## config.mk

```make
export PLATFORM = sky130hd
export DESIGN_NAME = stream_queue_flat
export DESIGN_NICKNAME = d
export VERILOG_FILES = /design/src/rtl/queue_pkg.sv /design/src/rtl/stream_queue_if.sv /design/src/rtl/queue_ram.sv /design/src/rtl/stream_queue.sv /design/src/flat_wrapper.sv
export SDC_FILE = /design/constraint.sdc
export NUM_CORES = 1
export LEC_CHECK = 0
export BUFFER_PORTS_ARGS = -buffer_cell sky130_fd_sc_hd__buf_2
export CORE_MARGIN = 3
export CORE_UTILIZATION = 39
export DETAILED_ROUTE_END_ITERATION = 16
export GPL_TIMING_DRIVEN = 0
export SKIP_CTS_REPAIR_TIMING = 1
export SYNTH_ARGS = -nofsm -noshare
export SYNTH_HDL_FRONTEND = slang
export SYNTH_SLANG_ARGS = --single-unit
```

## constraint.sdc

```tcl
create_clock -name ck -period 3.7 [get_ports ck]
set_input_delay 0.185 -clock ck [delete_from_list [all_inputs] [get_ports ck]]
set_output_delay 0.185 -clock ck [all_outputs]
set_load 0.01 [all_outputs]
```

## src/rtl/queue_pkg.sv

```systemverilog
// Shared helpers for stream_queue: count width, wrapping pointer increment, status word.
package queue_pkg;

  function automatic int cnt_w(input int ptbits);
    return ptbits + 1;
  endfunction

  // Increment modulo 2**ptbits; callers cast the result back to their pointer width.
  function automatic logic [31:0] ptr_inc(input logic [31:0] p, input int ptbits);
    return (p + 32'd1) & ((32'd1 << ptbits) - 32'd1);
  endfunction

  typedef struct packed {
    logic em;
    logic full;
    logic almost_full;
    logic almost_empty;
    logic ovf;
    logic udf;
  } queue_status;

endpackage

```

## src/rtl/stream_queue_if.sv

```systemverilog
// Producer/consumer bus of stream_queue: data, push/pop, flush and status.
interface stream_queue_if #(
  parameter int PTBITS = 6,
  parameter int NBITS  = 8
);
  logic              clr;
  logic [NBITS-1:0]  in;
  logic              ld;
  logic              pp;
  logic [NBITS-1:0]  out;
  logic              em;
  logic              full;
  logic              almost_full;
  logic              almost_empty;
  logic [PTBITS:0]   count;
  logic              ovf;
  logic              udf;
  logic [PTBITS:0]   peak;

  modport master (
    output clr, in, ld, pp,
    input  out, em, full, almost_full, almost_empty, count, ovf, udf, peak
  );

  modport slave (
    input  clr, in, ld, pp,
    output out, em, full, almost_full, almost_empty, count, ovf, udf, peak
  );
endinterface

```

## src/rtl/queue_ram.sv

```systemverilog
// DEPTH x NBITS simple dual-port storage: synchronous write, asynchronous read.
module queue_ram #(
  parameter int PTBITS = 6,
  parameter int NBITS  = 8
) (
  input  logic              ck,
  input  logic              we,
  input  logic [PTBITS-1:0] wa,
  input  logic [NBITS-1:0]  wd,
  input  logic [PTBITS-1:0] ra,
  output logic [NBITS-1:0]  rd
);
  logic [NBITS-1:0] mem [0:(1<<PTBITS)-1];

  always_ff @(posedge ck)
    if (we) mem[wa] <= wd;

  assign rd = mem[ra];
endmodule

```

## src/rtl/stream_queue.sv

```systemverilog
// Show-ahead single-clock queue with level flags, occupancy and sticky errors.
// Optional peak-occupancy register enabled by defining QUEUE_PEAK_EN.
module stream_queue
  import queue_pkg::*;
#(
  parameter int PTBITS   = 6,
  parameter int NBITS    = 8,
  parameter int AF_LEVEL = 48,
  parameter int AE_LEVEL = 8
) (
  input  logic ck,
  input  logic rst_n,
  stream_queue_if.slave q
);
  localparam int DEPTH = 1 << PTBITS;
  localparam int CW    = cnt_w(PTBITS);
  localparam logic [CW-1:0] FULL_C = CW'(DEPTH);
  localparam logic [CW-1:0] AF_C   = CW'(AF_LEVEL);
  localparam logic [CW-1:0] AE_C   = CW'(AE_LEVEL);

  logic [PTBITS-1:0] rd_pt, wr_pt;
  logic [CW-1:0]     cnt, cnt_nxt;
  logic              ovf_r, udf_r;
  logic              push_ok, pop_ok;
  queue_status       st;

  // Flags come straight from the registered count, so they settle the cycle after an edge.
  always_comb begin
    st              = '0;
    st.em           = (cnt == '0);
    st.full         = (cnt == FULL_C);
    st.almost_full  = (cnt >= AF_C);
    st.almost_empty = (cnt <= AE_C);
    st.ovf          = ovf_r;
    st.udf          = udf_r;
  end

  assign push_ok = q.ld & ~st.full;
  assign pop_ok  = q.pp & ~st.em;

  always_comb begin
    cnt_nxt = cnt;
    if (q.clr)                cnt_nxt = '0;
    else if (push_ok & ~pop_ok) cnt_nxt = cnt + CW'(1);
    else if (pop_ok & ~push_ok) cnt_nxt = cnt - CW'(1);
  end

  always_ff @(posedge ck or negedge rst_n) begin
    if (!rst_n) begin
      rd_pt <= '0;
      wr_pt <= '0;
      cnt   <= '0;
      ovf_r <= 1'b0;
      udf_r <= 1'b0;
    end else if (q.clr) begin
      rd_pt <= '0;
      wr_pt <= '0;
      cnt   <= '0;
      ovf_r <= 1'b0;
      udf_r <= 1'b0;
    end else begin
      if (push_ok) wr_pt <= PTBITS'(ptr_inc(32'(wr_pt), PTBITS));
      if (pop_ok)  rd_pt <= PTBITS'(ptr_inc(32'(rd_pt), PTBITS));
      cnt <= cnt_nxt;
      if (q.ld & st.full) ovf_r <= 1'b1;
      if (q.pp & st.em)   udf_r <= 1'b1;
    end
  end

  queue_ram #(.PTBITS(PTBITS), .NBITS(NBITS)) u_ram (
    .ck (ck),
    .we (push_ok & ~q.clr),
    .wa (wr_pt),
    .wd (q.in),
    .ra (rd_pt),
    .rd (q.out)
  );

`ifdef QUEUE_PEAK_EN
  logic [CW-1:0] peak_r;
  always_ff @(posedge ck or negedge rst_n) begin
    if (!rst_n)                peak_r <= '0;
    else if (q.clr)            peak_r <= '0;
    else if (cnt_nxt > peak_r) peak_r <= cnt_nxt;
  end
  assign q.peak = peak_r;
`else
  assign q.peak = '0;
`endif

  assign q.em           = st.em;
  assign q.full         = st.full;
  assign q.almost_full  = st.almost_full;
  assign q.almost_empty = st.almost_empty;
  assign q.ovf          = st.ovf;
  assign q.udf          = st.udf;
  assign q.count        = cnt;
endmodule

```

## src/flat_wrapper.sv

```systemverilog
// flat-port wrapper written by rule: the top's interface ports become plain ports
module stream_queue_flat import queue_pkg::*;
#(
  parameter int PTBITS   = 6,
  parameter int NBITS    = 8,
  parameter int AF_LEVEL = 48,
  parameter int AE_LEVEL = 8
)
  (ck, rst_n, q_clr, q_in, q_ld, q_pp, q_out, q_em, q_full, q_almost_full, q_almost_empty, q_count, q_ovf, q_udf, q_peak);
  stream_queue_if #(.PTBITS(PTBITS), .NBITS(NBITS)) q_i ();
  input  logic ck;
  input  logic rst_n;
  input wire logic [$bits(q_i.clr)-1:0] q_clr;
  input wire logic [$bits(q_i.in)-1:0] q_in;
  input wire logic [$bits(q_i.ld)-1:0] q_ld;
  input wire logic [$bits(q_i.pp)-1:0] q_pp;
  output wire logic [$bits(q_i.out)-1:0] q_out;
  output wire logic [$bits(q_i.em)-1:0] q_em;
  output wire logic [$bits(q_i.full)-1:0] q_full;
  output wire logic [$bits(q_i.almost_full)-1:0] q_almost_full;
  output wire logic [$bits(q_i.almost_empty)-1:0] q_almost_empty;
  output wire logic [$bits(q_i.count)-1:0] q_count;
  output wire logic [$bits(q_i.ovf)-1:0] q_ovf;
  output wire logic [$bits(q_i.udf)-1:0] q_udf;
  output wire logic [$bits(q_i.peak)-1:0] q_peak;
  assign q_i.clr = q_clr;
  assign q_i.in = q_in;
  assign q_i.ld = q_ld;
  assign q_i.pp = q_pp;
  assign q_out = q_i.out;
  assign q_em = q_i.em;
  assign q_full = q_i.full;
  assign q_almost_full = q_i.almost_full;
  assign q_almost_empty = q_i.almost_empty;
  assign q_count = q_i.count;
  assign q_ovf = q_i.ovf;
  assign q_udf = q_i.udf;
  assign q_peak = q_i.peak;
  stream_queue #(.PTBITS(PTBITS), .NBITS(NBITS), .AF_LEVEL(AF_LEVEL), .AE_LEVEL(AE_LEVEL)) u_core (.ck(ck), .rst_n(rst_n), .q(q_i));
endmodule
```

==> summary.txt <==
Routing
  – Total number of vias: 11,000
  – Number of remaining DRC errors: 0
  – Final ANT Viol Nets: 0
  – Via density: 5.709
  – Routed WL per cell: 27.30 um
  – Total wire length: 52,610 um
  – Number of DRC markers in iteration 0: about 1,100
  – Drt first pass iters: 5

Setup path
  – Startpoint types: register
  – Cell mode on critical path: buf_2
  – R2R Path End: u_core.q.count[6]
  – CP max-delay cell: buf_2
  – Cell Chain, Critical Path: buf_4 > buf_2 > mux4_2 > a211oi_1 > a22oi_1 > and3_1 > buf_2
  – WP data required: 3.51 ns
  – Setup slack on the worst flop-to-flop path: around 0.37 ns
  – Worst r2r src: u_core.q.count[0]
  – Worst EP arrival: 3.44 ns
  – Crit-path max FO: 19
  – R2R cell count: 10
  – Crit path largest cell delay: 0.62 ns
  – Crit Path Category: reg2out
  – CP endpoint kind: primary output

CTS
  – Clock latency on the worst-skew pair: 0.60 ns
  – # clock sinks: approximately 530
  – CTS root buffer: clkbuf_16
  – Clock transition at path regs: 0.06 ns
  – Clock Path Buffers: 3
  – CTS tree: built
  – H-tree levels: 2
  – Num CTS Buffers: 54

Logic synthesis
  – Synth cell types: 55
  – Cell accounting for the most synthesized area: edfxtp_1
  – Gate Count Post-Synth: 1,100
  – Mapped Avg Cell Area: 19.34 um^2
  – Post-synth EDFFs: 512
  – Synth cell count leaders: 512 x edfxtp_1, 97 x mux4_2, 95 x nor2_1
  – Synth top area cells: edfxtp_1 72%, mux4_2 10%, mux2i_1 4.0%
  – Async S/R FF share, synth: 3.940%
  – Synth Register Bits: 533
  – Count leader, synth: edfxtp_1
  – Synth Cell Area: 21,280 um^2
  – Post-synthesis sequential area ratio: 74.74%
  – Post-synth top area share: between 70% and 80%
  – Yosys warns: 0
  – Primary FF master, synth: edfxtp_1

Pwr
  – Switch Pwr: roughly 3800 uW
  – PD cells: just over 600 nW/um^2
  – Int Power: 10,970 uW
  – Clock share of power: 36.5%
  – Comb power frac: 17.6%
  – Net Sw Frac: 25.64%
  – LEAKAGE: 0.007560 uW
  – Reg power frac: ~46%
  – Peak supply drop: 0.3714 mV

Timing
  – Tcrit/Tclk final: a little over nine tenths
  – F_max: around 280 MHz
  – Final hold slack: roughly 0.09 ns
  – Unrepaired setup endpoints after global routing: no
  – Final Hold Viols: 0
  – Slew Limit Fails: 0
  – Rel. slew slack: 9.779%
  – Worst-margin pin slew: ~1.4 ns
  – Setup Skew: 0.009016 ns
  – Endpoints failing setup: 0
  – Fin crit period: between 3 and 4 ns

Global route
  – GRT Util Overall: 18.39%
  – Number of global-route vias before repair: 10,820
  – Largest net degree at the start of global routing: 65
  – Initial antenna violation count: 0
  – First-pass GRT wire length: 75,610 um
  – GRT overflow: 0

Final layout
  – Area Overhead vs Synth: 13.36%
  – Reg area: approximately 16,000 um^2
  – Final Non-Filler Cells: 1,927
  – Fillers: about 4,500
  – Share of cells above drive strength 1: a little over a fifth
  – Multi-input logic area: 5020 um^2
  – Layout Nets: 1,218
  – Ant diodes: 0

Placed design
  – DP HPWL: approximately 33,000 um
  – Dpl cells: 1,826
  – GP Congestion: 0.8907
  – PortBufs: 32

Min path
  – Hold Path Class: in2async

Status
  – Status: complete, no violations

Die
  – Die area: 57,390 um^2
  – Initial Util: between 30% and 40%
  – Die height: 239.6 um
  – Top-level I/O count: between 40 and 50
  – Die width: 239.6 um
  – Core Area: 53,290 um^2
  – Row count: 84

Job
  – Max-cap violations: 0
[flip-flops by register name (all words and copies together), names as in the netlist]
register / flops
u_core.wr_pt: 6
u_core.q.ovf: 1
u_core.rd_pt: 6
u_core.q.count: 7
u_core.u_ram.mem: 512
u_core.q.udf: 1
[cell type report]
cell class | count | area share (%)
Buffer | 64 | 1.639
Clock buffer | 67 | 5.805
Clock inverter | 32 | 1.390
Inverter | 4 | 0.06226
Multi-Input combinational cell | 504 | 20.81
Sequential cell | 533 | 65.93
Tap cell | 688 | 3.569
Timing Repair Buffer | 35 | 0.7886
[critical path: cells and delay by family (launching register included)]
| family | cells | cell delay [ns] |
|---|---|---|
| flip-flops | 1 | 0.37 |
| multiplexers | 1 | 0.44 |
| buffers and inverters | 3 | 1.01 |
| AND/OR/NAND/NOR | 1 | 0.27 |
| AO/OA/AOI/OAI | 2 | 0.74 |
[power by group through the flow]
stage / sequential, uW / clock [uW] / combinational [uW]
final: 6770 / 5380 / 2600
after global routing: 6780 / 5710 / 2770
after CTS: 6770 / 5490 / 2620
after detailed placement: 6890 / 0 / 2610
after global placement: 6890 / 0 / 2600
after floorplan: 6880 / 0 / 1730
[logic make-up (layout without fill, tap and decap cells)]
kind of cell | after synthesis | in the layout | share of synthesized area, %
AOI/OAI and AO/OA | 108 | 108 | 3.623
xor gates and xnor gates | 13 | 13 | 0.5705
adders and majority gates | 9 | 9 | 0.5646
buffers and inverters | 69 | 202 | 1.894
DFF | 533 | 533 | 74.74
muxes | 192 | 192 | 14.79
other | 1 | 7 | 0.01763
and+or+nand+nor | 175 | 175 | 3.805
[how the worst max path moves through the flow]
stage,startpoint,end,slack (ns),cells after the start
after floorplan,u_core.q.count[0],u_core.q.count[6],0.73,10
after global placement,u_core.q.count[0],u_core.q.count[6],0.43,10
after detailed placement,u_core.q.count[0],u_core.q.count[6],0.41,10
after CTS,u_core.rd_pt[1],q_out[6],-0.22,8
after global routing,u_core.rd_pt[0],q_out[6],0.01,10
final,u_core.rd_pt[1],q_out[5],0.08,7
[metal layers]
layer | global-route usage (%) | share of wire [%]
met4 | 5.094 | 2.8
met1 | 26.00 | 43
met2 | 29.31 | 47
met3 | 3.615 | 7.4
met5 | 0 | 0
[cells in the final DEF, fill, tap and decap left out, types with 8 or more instances in the layout]
master	n
clkinv_1	15
nor2_1	95
nor2b_1	8
buf_4	18
buf_2	46
o22ai_1	33
clkbuf_1	28
dfrtp_1	21
mux4_2	97
xor2_1	8
mux2_2	8
clkbuf_16	54
mux2i_1	84
nand2_1	28
a21oi_1	15
a211o_1	9
edfxtp_1	512
a211oi_1	14
ha_1	8
[stage by stage]
step	util [%]	TNS (ns)	setup slack, ns	area [um^2]	power, uW
3_3_place_gp	41.89	0	0.4280	22320	9491
6_report	45.26	0	0.07722	24120	14760
4_1_cts	45.14	-0.3676	-0.2183	24050	14880
3_5_place_dp	41.89	0	0.4103	22320	9505
5_1_grt	45.26	0	0.009767	24120	15260
2_1_floorplan	-	0	0.7292	21300	8609
(Power assumes the default switching activity.)
